## src/rtl/poly_coeff_mac_buffer.sv

```systemverilog
// poly_coeff_mac_buffer: streaming modular multiply/accumulate engine with an
// N-entry on-chip result buffer and an indexed drain port.
// Pipeline: accept (t) -> product (t+1) -> reduce + buffer read (t+2) -> write (t+3).
module poly_coeff_mac_buffer #(
    parameter int N  = 256,
    parameter int W  = 12,
    parameter int Q  = 3329,
    parameter int AW = $clog2(N)
) (
    input  logic          clk,
    input  logic          rst,
    input  logic          start,
    input  logic          acc,
    input  logic          rd,
    input  logic          int_valid,  // input-valid strobe ("int" is a reserved word)
    input  logic [W-1:0]  in1,
    input  logic [W-1:0]  in2,
    output logic          busy,
    output logic          pass_done,
    output logic          out_valid,
    output logic [AW-1:0] out_idx,
    output logic [W-1:0]  final_output,
    output logic          done
);

    typedef enum logic [1:0] {IDLE, LOAD, FLUSH, DRAIN} state_t;

    localparam logic [W-1:0]   QW = W'(Q);
    // Barrett constant floor(2^(2W)/Q); estimate is at most one Q short.
    localparam logic [2*W-1:0] MU = (2*W)'((64'd1 << (2*W)) / 64'(Q));

    state_t          state;
    logic            acc_q;
    logic [AW-1:0]   k;
    logic [AW:0]     dcnt;
    logic            rv;
    logic [AW-1:0]   ridx;

    logic            v1, v2, v3;
    logic [W-1:0]    a1, b1;
    logic [AW-1:0]   k1, k2, k3;
    logic [2*W-1:0]  prod2;
    logic [W-1:0]    p3;
    logic [W-1:0]    rdq;

    logic [W-1:0]    mem [N];
    logic [AW-1:0]   raddr;

    logic [2*W-1:0]  bqest;
    logic [W:0]      brem;
    logic [W-1:0]    pmod;
    logic [W:0]      sum;
    logic [W-1:0]    wdata;

    assign busy = (state != IDLE);

    // Barrett reduction of the registered product and modular accumulate
    always_comb begin
        bqest = (2*W)'(((4*W)'(prod2) * (4*W)'(MU)) >> (2*W));
        brem  = (W+1)'(prod2 - (2*W)'(bqest * (2*W)'(QW)));
        pmod  = (brem >= {1'b0, QW}) ? W'(brem - {1'b0, QW}) : brem[W-1:0];
        sum   = {1'b0, rdq} + {1'b0, p3};
        if (acc_q)
            wdata = (sum >= {1'b0, QW}) ? W'(sum - {1'b0, QW}) : sum[W-1:0];
        else
            wdata = p3;
    end

    // Single read port: pipeline read during a pass, drain address otherwise
    always_comb begin
        raddr = k2;
        if (state == DRAIN)
            raddr = dcnt[AW-1:0];
        else if (state == IDLE)
            raddr = '0;
    end

    // Buffer RAM: synchronous read, write gated off on the reset edge
    always_ff @(posedge clk) begin
        rdq <= mem[raddr];
        if (!rst && v3)
            mem[k3] <= wdata;
    end

    // Datapath pipeline registers (qualified by v1..v3)
    always_ff @(posedge clk) begin
        a1    <= in1;
        b1    <= in2;
        k1    <= k;
        prod2 <= (2*W)'(a1) * (2*W)'(b1);
        k2    <= k1;
        p3    <= pmod;
        k3    <= k2;
    end

    // Control FSM with registered status and drain outputs
    always_ff @(posedge clk) begin
        if (rst) begin
            state        <= IDLE;
            acc_q        <= 1'b0;
            k            <= '0;
            dcnt         <= '0;
            v1           <= 1'b0;
            v2           <= 1'b0;
            v3           <= 1'b0;
            rv           <= 1'b0;
            ridx         <= '0;
            pass_done    <= 1'b0;
            out_valid    <= 1'b0;
            done         <= 1'b0;
            out_idx      <= '0;
            final_output <= '0;
        end else begin
            pass_done <= 1'b0;
            v1        <= 1'b0;
            v2        <= v1;
            v3        <= v2;
            rv        <= 1'b0;
            out_valid <= rv;
            done      <= rv && (ridx == AW'(N-1));
            if (rv) begin
                final_output <= rdq;
                out_idx      <= ridx;
            end
            case (state)
                IDLE: begin
                    if (start) begin
                        state <= LOAD;
                        acc_q <= acc;
                        k     <= '0;
                    end else if (rd) begin
                        state <= DRAIN;
                        rv    <= 1'b1;
                        ridx  <= '0;
                        dcnt  <= (AW+1)'(1);
                    end
                end
                LOAD: begin
                    if (int_valid) begin
                        v1 <= 1'b1;
                        k  <= k + AW'(1);
                        if (k == AW'(N-1))
                            state <= FLUSH;
                    end
                end
                FLUSH: begin
                    // only the final write remains once v1/v2 have emptied
                    if (v3 && !v2 && !v1) begin
                        pass_done <= 1'b1;
                        state     <= IDLE;
                    end
                end
                DRAIN: begin
                    if (dcnt != (AW+1)'(N)) begin
                        rv   <= 1'b1;
                        ridx <= dcnt[AW-1:0];
                        dcnt <= dcnt + (AW+1)'(1);
                    end else begin
                        state <= IDLE;
                    end
                end
                default: state <= IDLE;
            endcase
        end
    end

endmodule

```

## config.mk

```make
export PLATFORM = sky130hd
export DESIGN_NAME = poly_coeff_mac_buffer
export DESIGN_NICKNAME = d
export VERILOG_FILES = /design/src/rtl/poly_coeff_mac_buffer.sv
export SDC_FILE = /design/constraint.sdc
export NUM_CORES = 2
export LEC_CHECK = 0
export ABC_AREA = 1
export CAP_MARGIN = 0
export CORE_MARGIN = 2
export CORE_UTILIZATION = 35
export CTS_CLUSTER_SIZE = 20
export DETAILED_ROUTE_END_ITERATION = 12
export DONT_BUFFER_PORTS = 1
export SYNTH_ARGS = -nofsm -noshare
export SYNTH_HDL_FRONTEND = slang
export SYNTH_SLANG_ARGS = --single-unit
```

## constraint.sdc

```tcl
create_clock -name clk -period 12.65 [get_ports clk]
set_input_delay 0 -clock clk [delete_from_list [all_inputs] [get_ports clk]]
set_output_delay 0 -clock clk [all_outputs]
set_load 0.03 [all_outputs]
```

Word-level counts from Yosys, hierarchy flattened. Memories as Yosys holds them, arrays and structs flattened. A register that Yosys moved wholly into a read port is not among the register bits. Cells that the tools add are included.

Register bits: 139. Memory bits (writable): 3072. Input port bits: 30. Output and inout port bits: 24. Word-level logic and storage cells: 98. Memories: 1.

Add/sub/neg operators: 6. Multiply operators: 3. $lt $le $gt $ge: 2. Equal/unequal tests: 15. Multiplexer cells: 31. Bitwise operators: 2. Reduce and logical (&&, ||, !) cells: 17.

Memory list: mem (words 256, bits a word 12, read ports 1, clocked after Yosys merged registers in 1, wr ports 1, line 46) `logic [W-1:0] mem [N];`.

Operators with widths (number): two-way mux 8 bit (7); multiplier 24 x 13 -> 37 bit (second input constant) (1); two-way mux 12 bit (3); one-hot mux 8 bit (2 select lines) (2); two-way mux 9 bit (3); greater-or-equal comparator 13 x 12 -> 1 bit (second input constant) (2); multiplier 12 x 12 -> 24 bit (1); subtractor 12 bit (second input constant) (2); one-hot mux 9 bit (2 select lines) (1); equality test 8 bit (second input constant) (2); != test 2 bit (second input constant) (7); adder 12 x 12 -> 13 bit (1); multiplier 13 x 12 -> 13 bit (second input constant) (1); subtractor 13 bit (1); two-way mux 2 bit (6); adder 9 x 1 -> 9 bit (second input constant) (1); != test 9 bit (second input constant) (1); adder 8 x 1 -> 8 bit (second input constant) (1); one-hot mux 2 bit (4 select lines) (1); two-way mux 1 bit (7); nonzero test 2 bit (3); AND reduction 5 bit (1); equality test 2 bit (second input constant) (2); logical AND 1 bit (4); other kinds (11) (15).

Logic depth before layout (Yosys ltp).
Depth in word-level cells: 5. Gate-level depth with buffers: 50. Mapped depth without buffers: 49.

Worst setup path after synthesis. OpenSTA, ideal clock, no wires.

Kind: register to register. Start point: reg p3[0]. End point: mem mem[0][11] (data pin). Arrival time: 9.794 ns. Data required time: 10.920 ns. Slack: 1.126 ns. Cell stages (with the launch flop): 17. Path buffers: 0. Cell sequence: dfxtp_1 ha_1 fa_1 nand2_1 inv_1 o21ai_1 nand2_1 a21oi_1 xor2_1 nand2_1 nor2_1 nand2_1 nand2_1 nand2_1 nand2_1 nand2_1 a31oi_1.

Longest elaborated chain between the ends: 4.

Ends and longest elaborated chain: start, declared (line 43) `logic [W-1:0] p3;`; start signal, assigned (line 92) `p3 <= pmod;`; adder 12 x 12 -> 13 bit * (line 62) `sum = {1'b0, rdq} + {1'b0, p3};`; subtractor 12 bit or greater-or-equal comparator 13 x 12 -> 1 bit (tied branches) (line 64) `wdata = (sum >= {1'b0, QW}) ? W'(sum - {1'b0, QW}) : sum[W-1:0];`; two-way mux 12 bit * (line 64); two-way mux 12 bit * (line 63) `if (acc_q)`; named net wdata[11] (line 53) `logic [W-1:0] wdata;`; end, declared (line 46).

The timed path passes the listed nets; every way through them passes the cells marked *.

Worst setup path after layout.
Start point: reg prod2[12]. End point: reg p3[3].

Longest elaborated chain between the ends: 5.

Ends and longest elaborated chain: start, declared (line 42) `logic [2*W-1:0] prod2;`; start signal, assigned (line 90) `prod2 <= (2*W)'(a1) * (2*W)'(b1);`; multiplier 24 x 13 -> 37 bit (line 59) `bqest = (2*W)'(((4*W)'(prod2) * (4*W)'(MU)) >> (2*W));`; multiplier 13 x 12 -> 13 bit (line 60) `brem = (W+1)'(prod2 - (2*W)'(bqest * (2*W)'(QW)));`; subtractor 13 bit * (line 60); subtractor 12 bit or greater-or-equal comparator 13 x 12 -> 1 bit (tied branches) (line 61) `pmod = (brem >= {1'b0, QW}) ? W'(brem - {1'b0, QW}) : brem[W-1:0];`; two-way mux 12 bit * (line 61); named net pmod[3] (line 51) `logic [W-1:0] pmod;`.

Marks and branches as above. A chain may end at the register's enable or synchronous reset.

==> reports/metrics.yaml <==
placement:
  io_buffer_count: 0
  dp_hpwl_mm: 221
  gp_congestion: 0.858
  place_inst: 15700
global_route:
  grt_first_pass_wirelength_mm: 573
  grt_max_degree: 205
  antenna_found_initial: 13
  grt-ovfl-total: 0
  grt_pass1_vias: 84800
  grt_usage_pct: 18.9
final_layout:
  nNetsFinal: 11400
  fin_cells: 16400
  area_growth_pct: 12.5
  drive_gt1_share_pct: 8.58
  layout_common_cells: "3072 x edfxtp_1, 1850 x nor2_1, 1324 x o21ai_0, 499 x nand2_1, 491 x inv_1"
  fill_cells: 36800
  layout_commonest_cell: "edfxtp_1"
worst_hold_path:
  hold_class: "input pin to register"
  min_from: "start"
clock_tree:
  htree_num_levels: 5
  postCtsSetupBuffers: 0
  cts_tree: "done"
  clk_path_buf_depth: 4
  clkLatencyLatePin_ps: 920
  cts.clk_slew.worst_paths_ps: 60
  ctsResizeCount: 0
  cts_buffers: 329
  root_buffer: "clkbuf_16"
  hold_buffers: 59
  cts.sinks: 3223
worst_setup_path:
  endpoint_kind: "register"
  path_buf_inv: 9
  criticalPathCategory: "register to register"
  cp-start-kind: "register"
  path_common_cell: "nand2_1"
  startpoint: "prod2[12]$_DFF_P_"
  reg2reg_from: "prod2[12]$_DFF_P_"
  cp_top_family: "adder cells"
  critPathMaxStageDelay_ps: 640
  worstPathRequired_ps: 13380
  worst_path_max_delay_cell: "dfxtp_1"
  worstPathMaxFanout: 12
  arrival_ps: 10430
logic_synthesis:
  syn-instance-count: 10900
  netlist.area_leader.share_pct: 66.4
  synth_cell_types: 51
  synthTopCellsByArea: "edfxtp_1 66%, nor2_1 5.0%, o21ai_0 4.8%, fa_1 3.4%, o211ai_1 2.5%"
  ys.flop_type: "edfxtp_1"
  yosys.area.top_type: "edfxtp_1"
  synthesis.nets: 11400
  synth_edf_count: 3072
  ys_seq_area_share_pct: 68.6
  yosys_warnings: 0
  ys_ff_latch: 3223
  synthArstFlopShare_pct: 0
  syn_area_um2: 139000
  syn_avg_cell_area_um2: 12.7
detailed_routing:
  first_pass_iters: 7
  ant_nets: 0
  wl_mm: 388
  viasPerCell: 5.42
  num_vias: 88800
  wire_per_inst_um: 23.7
  drcViolationCount: 0
  dr.first_iter.drc_count: 9675
die:
  dieArea_um2: 402000
  fp-row-count: 231
  io_pins: 54
  core_um2: 395000
  die_h_um: 634
  die_w_um: 634
  start_util_pct: 35.1
flow_run:
  maxCapViolations: 0
timing:
  tightest_slew_ps: 1330
  grt_setup_unrepaired: "false"
  post-route-period-util_pct: 76.7
  skew_ps: 95.6
  hold_slack_ps: 91.4
  tns_ps: 0
  setup_viol: 0
  finalHoldViolCount: 0
  min_period_ps: 9700
  slew_viol_final: 0
  fmax_mhz: 103
  slew_headroom_pct: 10.7
run_status:
  run_status: "finished clean"
## registers in the layout, indices dropped and copies added (netlist names), 9 cells and up
register / cells
mem: 3072
b1: 12
dcnt: 9
p3: 12
rdq: 12
final_output: 12
prod2: 24
a1: 12
## worst paths after layout
path | depth (start not counted) | slack (ps) | to
max | 44 | 2950 | p3[3]$_DFF_P_
max reg2reg | 44 | 2950 | p3[3]$_DFF_P_
min reg2reg | 0 | 320 | k2[2]$_DFF_P_
min | 4 | 90 | state[1]$_SDFFE_PP0P_
## kinds of logic (layout without fill, tap and decap cells)
logic type / after synthesis / count (layout) / share of synthesized area (%)
DFF: 3223 / 3223 / 68.6
buffers and inverters: 1246 / 1463 / 3.74
adders and majority gates: 473 / 473 / 5.52
other: 0 / 11 / 0
and+or+nand+nor: 2976 / 2976 / 8.75
xor gates and xnor gates: 61 / 61 / 0.385
AOI/OAI and AO/OA: 2927 / 2927 / 13.0
## cell type report
cell class / count / area [µm²] / area share (%)
Multi-Input combinational cell: 6437 / 38700 / 24.7
Clock inverter: 165 / 1640 / 1.05
Sequential cell: 3223 / 95300 / 61.0
Antenna cell: 11 / 27.5 / 0.0176
Inverter: 499 / 1910 / 1.23
Timing Repair Buffer: 382 / 3230 / 2.07
Tap cell: 5242 / 6560 / 4.20
Clock buffer: 417 / 8960 / 5.73
## synth_stat cells (24+ instances only)
cell,count
nand4_1,33
or2_2,118
clkbuf_1,473
edfxtp_1,3072
nand2_1,529
buf_2,214
inv_1,493
o221ai_1,24
o21bai_1,273
nand3_1,382
o311ai_0,78
o211ai_1,468
nor3_1,24
o21ai_1,84
buf_4,29
dfxtp_1,151
nor2_1,1861
xor2_1,40
a21oi_1,78
o21ai_0,1324
o22ai_1,406
fa_1,233
ha_1,240
o311ai_1,153
## routing by layer
layer,part of all wire (%),vias up,GRT usage (%)
met2,47,3440,30.4
met3,7.9,624,3.13
li1,-,40100,-
met5,0.0088,-,0
met1,42,44700,25.8
met4,3.5,6,6.38
## tightest hold or removal path, cell delays in order
cell and delay, ps:
dlygate4sd3_1 610, o21ai_0 100, o21ai_0 150, a21oi_1 50
## stage by stage
step / area [µm²] / utilization, % / setup WS (ps)
6_report: 156000 / 39.5 / 2950
4_1_cts: 156000 / 39.5 / 2930
3_5_place_dp: 145000 / 36.7 / 2970
3_3_place_gp: 145000 / 36.7 / 2850
2_1_floorplan: 139000 / - / 1130
5_1_grt: 156000 / 39.5 / 2110
Power is not shown: default switching activity piles up to over one toggle a cycle in this logic, so the estimate is an artifact.
